==> src/rtl/hamming_encoder_serial.sv <==
// hamming_encoder_serial
// Collects serial data bits four at a time (d1..d4), encodes each nibble as a
// Hamming(7,4) codeword ordered p1,p2,d1,p4,d2,d3,d4, and shifts the codeword
// out p1 first. After each codeword, IDLE_GAP idle cycles are inserted.
// A one-entry pending register decouples input collection from transmission.
//
// Ports:
//   clk         rising-edge clock
//   reset       asynchronous active-high reset
//   s_in        serial data bit, taken when in_valid && in_ready
//   in_valid    qualifies s_in
//   in_ready    block can accept s_in this cycle
//   s_out       serial codeword bit (0 when out_valid is low)
//   out_valid   qualifies s_out
//   frame_start high with p1 of each codeword
//   busy        transmitter active or pending nibble held
//   overrun     sticky: a bit was offered while in_ready was low
module hamming_encoder_serial #(
  parameter int unsigned IDLE_GAP = 0
) (
  input  logic clk,
  input  logic reset,
  input  logic s_in,
  input  logic in_valid,
  output logic in_ready,
  output logic s_out,
  output logic out_valid,
  output logic frame_start,
  output logic busy,
  output logic overrun
);

  typedef enum logic [1:0] {
    IDLE = 2'd0,
    SEND = 2'd1,
    GAP  = 2'd2
  } state_t;

  localparam logic [3:0] GAP_LAST = 4'((IDLE_GAP > 0) ? (IDLE_GAP - 1) : 0);

  state_t      state_q, state_d;
  logic [2:0]  bit_q, bit_d;
  logic [3:0]  gap_q, gap_d;
  logic [6:0]  sr_q, sr_d;
  logic [1:0]  cnt_q, cnt_d;
  logic [2:0]  nib_q, nib_d;
  logic [3:0]  pend_q, pend_d;
  logic        pend_full_q, pend_full_d;
  logic        overrun_q, overrun_d;
  logic        load;
  logic        accept;
  logic [6:0]  codeword;

  // pend_q = {d1,d2,d3,d4}
  always_comb begin
    codeword = {pend_q[3] ^ pend_q[2] ^ pend_q[0],
                pend_q[3] ^ pend_q[1] ^ pend_q[0],
                pend_q[3],
                pend_q[2] ^ pend_q[1] ^ pend_q[0],
                pend_q[2],
                pend_q[1],
                pend_q[0]};
  end

  // Transmitter: load is the single point where the pending nibble is
  // consumed, whether from IDLE, back-to-back at bit 6, or at the end of GAP.
  always_comb begin
    state_d = state_q;
    bit_d   = bit_q;
    gap_d   = gap_q;
    sr_d    = sr_q;
    load    = 1'b0;
    unique case (state_q)
      IDLE: begin
        if (pend_full_q) load = 1'b1;
      end
      SEND: begin
        sr_d  = {sr_q[5:0], 1'b0};
        bit_d = bit_q + 3'd1;
        if (bit_q == 3'd6) begin
          if (IDLE_GAP > 0) begin
            state_d = GAP;
            gap_d   = GAP_LAST;
          end else if (pend_full_q) begin
            load = 1'b1;
          end else begin
            state_d = IDLE;
          end
        end
      end
      GAP: begin
        gap_d = gap_q - 4'd1;
        if (gap_q == 4'd0) begin
          if (pend_full_q) load = 1'b1;
          else             state_d = IDLE;
        end
      end
      default: state_d = IDLE;
    endcase
    if (load) begin
      state_d = SEND;
      bit_d   = 3'd0;
      sr_d    = codeword;
    end
  end

  // A load on the same edge frees the pending slot, so the fourth bit can
  // still be taken and overwrite pending without stalling.
  assign in_ready = !((cnt_q == 2'd3) && pend_full_q && !load);
  assign accept   = in_valid && in_ready;

  always_comb begin
    cnt_d       = cnt_q;
    nib_d       = nib_q;
    pend_d      = pend_q;
    pend_full_d = pend_full_q;
    overrun_d   = overrun_q | (in_valid & ~in_ready);
    if (load) pend_full_d = 1'b0;
    if (accept) begin
      if (cnt_q == 2'd3) begin
        pend_d      = {nib_q, s_in};
        pend_full_d = 1'b1;
        cnt_d       = 2'd0;
      end else begin
        nib_d = {nib_q[1:0], s_in};
        cnt_d = cnt_q + 2'd1;
      end
    end
  end

  always_ff @(posedge clk or posedge reset) begin
    if (reset) begin
      state_q     <= IDLE;
      bit_q       <= '0;
      gap_q       <= '0;
      sr_q        <= '0;
      cnt_q       <= '0;
      nib_q       <= '0;
      pend_q      <= '0;
      pend_full_q <= 1'b0;
      overrun_q   <= 1'b0;
    end else begin
      state_q     <= state_d;
      bit_q       <= bit_d;
      gap_q       <= gap_d;
      sr_q        <= sr_d;
      cnt_q       <= cnt_d;
      nib_q       <= nib_d;
      pend_q      <= pend_d;
      pend_full_q <= pend_full_d;
      overrun_q   <= overrun_d;
    end
  end

  assign out_valid   = (state_q == SEND);
  assign s_out       = (state_q == SEND) && sr_q[6];
  assign frame_start = (state_q == SEND) && (bit_q == 3'd0);
  assign busy        = (state_q != IDLE) || pend_full_q;
  assign overrun     = overrun_q;

endmodule

==> config.mk <==
export PLATFORM = sky130hd
export DESIGN_NAME = hamming_encoder_serial
export DESIGN_NICKNAME = d
export VERILOG_FILES = /design/src/rtl/hamming_encoder_serial.sv
export SDC_FILE = /design/constraint.sdc
export NUM_CORES = 1
export LEC_CHECK = 0
export ABC_AREA = 1
export CAP_MARGIN = 20
export CORE_MARGIN = 5
export CORE_UTILIZATION = 55
export CTS_BUF_LIST = sky130_fd_sc_hd__clkbuf_4 sky130_fd_sc_hd__clkbuf_8
export CTS_CLUSTER_SIZE = 16
export DETAILED_ROUTE_END_ITERATION = 16
export DONT_BUFFER_PORTS = 1
export PLACE_DENSITY = 0.7
export SYNTH_ARGS = -nofsm -noshare
export SYNTH_HDL_FRONTEND = slang
export SYNTH_SLANG_ARGS = --single-unit
==> constraint.sdc <==
create_clock -name clk -period 2.1 [get_ports clk]
set_input_delay 0 -clock clk [delete_from_list [all_inputs] [get_ports clk]]
set_output_delay 0 -clock clk [all_outputs]
set_load 0.05 [all_outputs]
# --- Yosys cells after proc, flatten, opt, wreduce, memory -nomap -nowiden ---
# Cells that the tools add are included.
# W data, S select, Z words.
totals:
  inputBits: 4
  output_inout_bits: 6
  elab_cells: 61
  register_bits: 27
op_classes:
  bitwise_logic: 9
  reduce_logical: 16
  eq_ne: 7
  muxes: 17
  n_addsub: 3
op_table:
  columns: ["cell", "n"]
  rows:
  - ["$mux W7", 2]
  - ["$mux W2", 5]
  - ["$mux W1", 6]
  - ["$mux W3", 2]
  - ["$pmux W2 S3", 1]
  - ["$xor A1 B1 Y1", 6]
  - ["$logic_and A1 B1 Y1", 5]
  - ["$eq A2 B2 Y1 const B", 2]
  - ["$logic_not A4 Y1", 1]
  - ["$reduce_and A2 Y1", 2]
  - ["$reduce_bool A2 Y1", 2]
  - ["$sub A4 B1 Y4 const B", 1]
  - ["$add A3 B1 Y3 const B", 1]
  - ["$eq A3 B3 Y1 const B", 1]
  - ["$logic_not A3 Y1", 1]
  - ["$ne A3 B1 Y1 const B", 1]
  - ["$ne A3 B3 Y1 const B", 1]
  - ["$pmux W1 S3", 1]
  - ["$reduce_and A3 Y1", 1]
  - ["$add A2 B1 Y2 const B", 1]
  - ["$eq A2 B1 Y1 const B", 1]
  - ["$logic_not A1 Y1", 2]
  - ["$logic_not A2 Y1", 1]
  - ["$ne A2 B2 Y1 const B", 1]
  - ["4 further kinds", 4]

# --- Longest topological paths before layout ---
logic_depth:
  ltp_word: 8
  ltp_mapped: 9
  ltp_nobuf: 9

# --- Least setup slack after synthesis ---
# No wires, ideal clock.
synth_timing:
  kind: "reg-to-reg"
  start: "register state_q[0]"
  end: "register cnt_q[1]"
  path_buffers: 1
  arrival_time_ps: 1556
  path_stages_with_launch: 8
  setup_slack_ps: 425
  synth_period_minus_slack_ps: 1675
  required_time_ps: 1980
  setup_ps: 120
  path_cell_list: "dfrtp_1 > buf_6 > nand3_1 > inv_1 > nand2_1 > nand2_1 > nand2_1 > nand2_1"
synth_via:
  elab_chain_cells: 6
  word_cells_on_any_way: 8
  cone_classes: "eq/ne: 2; mux: 1; reduce/logical: 5"
synth_lines:
  columns: ["element", "line", "rtl"]
  rows:
  - ["start, declared", "41", "state_t state_q, state_d;"]
  - ["start signal, assigned", "143", "state_q <= state_d;"]
  - ["$eq A2 B2 Y1 (tied with other cells)", "73", "unique case (state_q)"]
  - ["$pmux W1 S3 (*)", "73", null]
  - ["$logic_not A1 Y1 (*)", "109", "assign in_ready = !((cnt_q == 2'd3) && pend_full_q && !load);"]
  - ["$logic_and A1 B1 Y1 (*)", "109", null]
  - ["$logic_not A1 Y1 (*)", "109", null]
  - ["via in_ready", "25", "output logic in_ready,"]
  - ["$logic_and A1 B1 Y1 (*)", "110", "assign accept = in_valid && in_ready;"]
  - ["end signal, assigned", "147", "cnt_q <= cnt_d;"]
  - ["end, declared", "45", "logic [1:0] cnt_q, cnt_d;"]
# Mark *: on every way through the listed nets, which the timed path passes. The rest lies on a longest branch.
# A chain may end at the register's enable or synchronous reset.

# --- Worst setup path in the final report ---
layout_timing:
  start: "register bit_q[0]"
  end: "output port in_ready"
layout_via:
  elab_chain_cells: 6
layout_lines:
  columns: ["element", "line", "rtl"]
  rows:
  - ["start, declared", "42", "logic [2:0] bit_q, bit_d;"]
  - ["start signal, assigned", "144", "bit_q <= bit_d;"]
  - ["$eq A3 B3 Y1", "80", "if (bit_q == 3'd6) begin"]
  - ["$mux W1", "80", null]
  - ["$pmux W1 S3", "73", null]
  - ["$logic_not A1 Y1", "109", null]
  - ["$logic_and A1 B1 Y1", "109", null]
  - ["$logic_not A1 Y1", "109", null]
  - ["end, declared", "25", null]
# Every way passes these cells.

==> flow_metrics.env <==
export IMPL_status="finished clean"
export IMPL_cp_arrival_ps=1610
export IMPL_diodes=0
export IMPL_crit_fanout=4
export IMPL_worstPathRequired_ps=2100
export IMPL_p_leak_nw=0.639
export IMPL_cap_violations=0
export IMPL_grt_usage=0.171
export IMPL_cts_setup_buffers=0
export IMPL_cp_slowest_cell="dfrtp_1"
export IMPL_clock_sinks=22
export IMPL_layout_drive_gt1_share=0.0845
export IMPL_vias=829
export IMPL_max_freq_mhz=623
export IMPL_htreeDepth=1
export IMPL_finalCriticalPeriod_ps=1610
export IMPL_design_area_um2=1190
export IMPL_cpLargestDelayFamily="flip-flops"
export IMPL_grt_remaining_overflow=0
export IMPL_finalHoldViolCount=0
export IMPL_synthXorXnorAreaFrac=0.00801
export IMPL_routabilityCongestion=0.763
export IMPL_hp_class="in -> async"
export IMPL_ys_types=16
export IMPL_slowest_delay_ps=400
export IMPL_startpoint_type="flop"
export IMPL_synth_top_area_cell="dfrtp_1"
export IMPL_worst_pin_slew_ps=812
export IMPL_drc=0
export IMPL_dp_cells=162
export IMPL_clk_latency_ps=300
export IMPL_synth_top_family_by_area="simple AND/OR/NAND/NOR gates"
export IMPL_initial_core_util=0.569
export IMPL_grt_pass1_wl_um=3620
export IMPL_path_buf_inv=3
export IMPL_post_dp_cell_area_um2=1130
export IMPL_final_nets=151
export IMPL_crit_chain="inv_1 > ha_1 > nand2_1 > nand3_1 > inv_1 > nand2_1 > buf_4"
export IMPL_path_class="reg -> out"
export IMPL_ys_seq_area_frac=0.503
export IMPL_endpoint_kind="primary output"
export IMPL_hpwl_um=1410
export IMPL_fp_dieH_um=54.6
export IMPL_antenna_found_initial=0
export IMPL_synth_ff_latch_count=22
export IMPL_grt_pass1_vias=829
export IMPL_core_um2=1920
export IMPL_avgSynthCellArea_um2=8.16
export IMPL_ir_drop_mv=1.09
export IMPL_ys_flop_type="dfrtp_1"
export IMPL_dieWidth_um=54.6
export IMPL_syn_cell_area_um2=1090
export IMPL_grt_max_degree=23
export IMPL_cts_buffers=3
export IMPL_setup_viol_count_final=0
export IMPL_finalMaxSlewViolations=0
export IMPL_io_pins=10
export IMPL_synthMuxAreaShare=0
export IMPL_syn_inst=134
export IMPL_cts_tree="built"
export IMPL_slew_headroom=0.458
export IMPL_root_buffer="clkbuf_4"
export IMPL_rows=16
export IMPL_fin_crit_sh=0.765
export IMPL_synthArstFlopShare=1.00
export IMPL_drtIter0Drc=21
export IMPL_wl_per_cell_um=11.2
export IMPL_viasPerCell=4.91
export IMPL_synth_top_cells_by_count="nand2_1 (46), dfrtp_1 (22), inv_1 (21), nand3_1 (14), o21ai_0 (9)"
export IMPL_synth_edf_count=0
export IMPL_r2r_setup_slack_ps=600
export IMPL_syn_nets=142
export IMPL_dr_pass1_iters=4
export IMPL_yosys_cell_count_top_type="nand2_1"
export IMPL_synth_top_area_share=0.503
export IMPL_area_growth_syn_to_layout_pct=9.15
export IMPL_post_route_util=0.621
export IMPL_synth_compound_area_frac=0.0824
export IMPL_grt_setup_unrepaired="false"
export IMPL_io_buffers=0
export IMPL_power_density_nw_per_um2=1460
export IMPL_synth_fa_ha_area_frac=0.0458
export IMPL_ant_nets=0
export IMPL_yosys_warnings=0
export IMPL_dieArea_um2=2980
export IMPL_ctsLongestPathBuffers=2
export IMPL_synth_area_leaders="dfrtp_1 (50%), nand2_1 (16%), inv_1 (7.2%)"
export IMPL_clk_pin_slew_ps=130
export IMPL_yosys_area_share_simple=0.268
export IMPL_finalClockSkew_ps=12.9
export IMPL_drt_total_wl_um=1890
export IMPL_setup_tns_ps=0
export IMPL_whs_ps=278
export IMPL_postCtsResizedCells=0
export IMPL_finalNonFillerCells=169
==> power breakdown <==
| part | total, mW | internal [mW] | switching (mW) |
|---|---|---|---|
| clock network | 0.229 | 0.106 | 0.123 |
| logic | 0.734 | 0.239 | 0.496 |
| registers | 0.779 | 0.595 | 0.184 |
| total | 1.74 | 0.940 | 0.803 |
==> layout by cell type, fill, tap and decap left out <==
cell type / instances
a22oi_1: 2
buf_4: 3
clkbuf_4: 3
clkbuf_8: 1
dfrtp_1: 22
dlygate4sd3_1: 3
ha_1: 4
inv_1: 21
nand2_1: 46
nand2_2: 2
nand3_1: 14
nand3_2: 1
nor2_1: 4
nor2_2: 1
o211ai_1: 3
o21ai_0: 9
o21bai_1: 1
or2_2: 1
xor2_1: 1
==> kinds of logic after synthesis <==
family / after synthesis
buf+inv: 23
compound gates: 15
fa+ha+maj: 4
flops: 22
xor+xnor: 1
simple gates: 69
==> registers in the layout, indices dropped and copies added (netlist names) <==
name and count:
sr_q 7, pend_q 4, bit_q 3, nib_q 3, cnt_q 2, overrun 1, pend_full_q 1, state_q 1
==> routing by layer <==
| metal | track usage | wire, µm | up-vias |
|---|---|---|---|
| met5 | 0 | 0 | - |
| met4 | 0.0788 | 10 | 0 |
| met3 | 0.0327 | 42 | 2 |
| met2 | 0.278 | 905 | 7 |
| met1 | 0.217 | 928 | 387 |
| li1 | - | - | 433 |
==> area by class of cell <==
cell class	instances	area [µm²]
repair buffers	6	52.6
well taps	27	33.8
multi-input cells	89	442
fillers	178	728
inverters	21	78.8
flip-flops and latches	22	551
clock buffers	4	36.3
==> final timing paths <==
path	start	endpoint	cells after the start
max	bit_q[0]	in_ready	7
min in group clk	s_in	pend_q[0]	3
min reg2reg	sr_q[5]	sr_q[5]	2
min	reset	cnt_q[1]	2
max in group asynchronous	reset	pend_q[3]	2
max reg2reg	bit_q[0]	sr_q[5]	9
==> stage by stage <==
stage               setup WS [ps]  total power [mW]
global route                  365              1.93
detailed placement            636              1.52
finish                        494              1.74
global placement              643              1.49
CTS                           497              1.76
floorplan                     425              1.38
==> timing repair <==
item	4_1_cts	5_1_grt
hold buffers	3	0
hold endpoints to repair	33	0
setup endpoints to repair	0	0
Note: power is estimated with default switching activity, not from simulation.
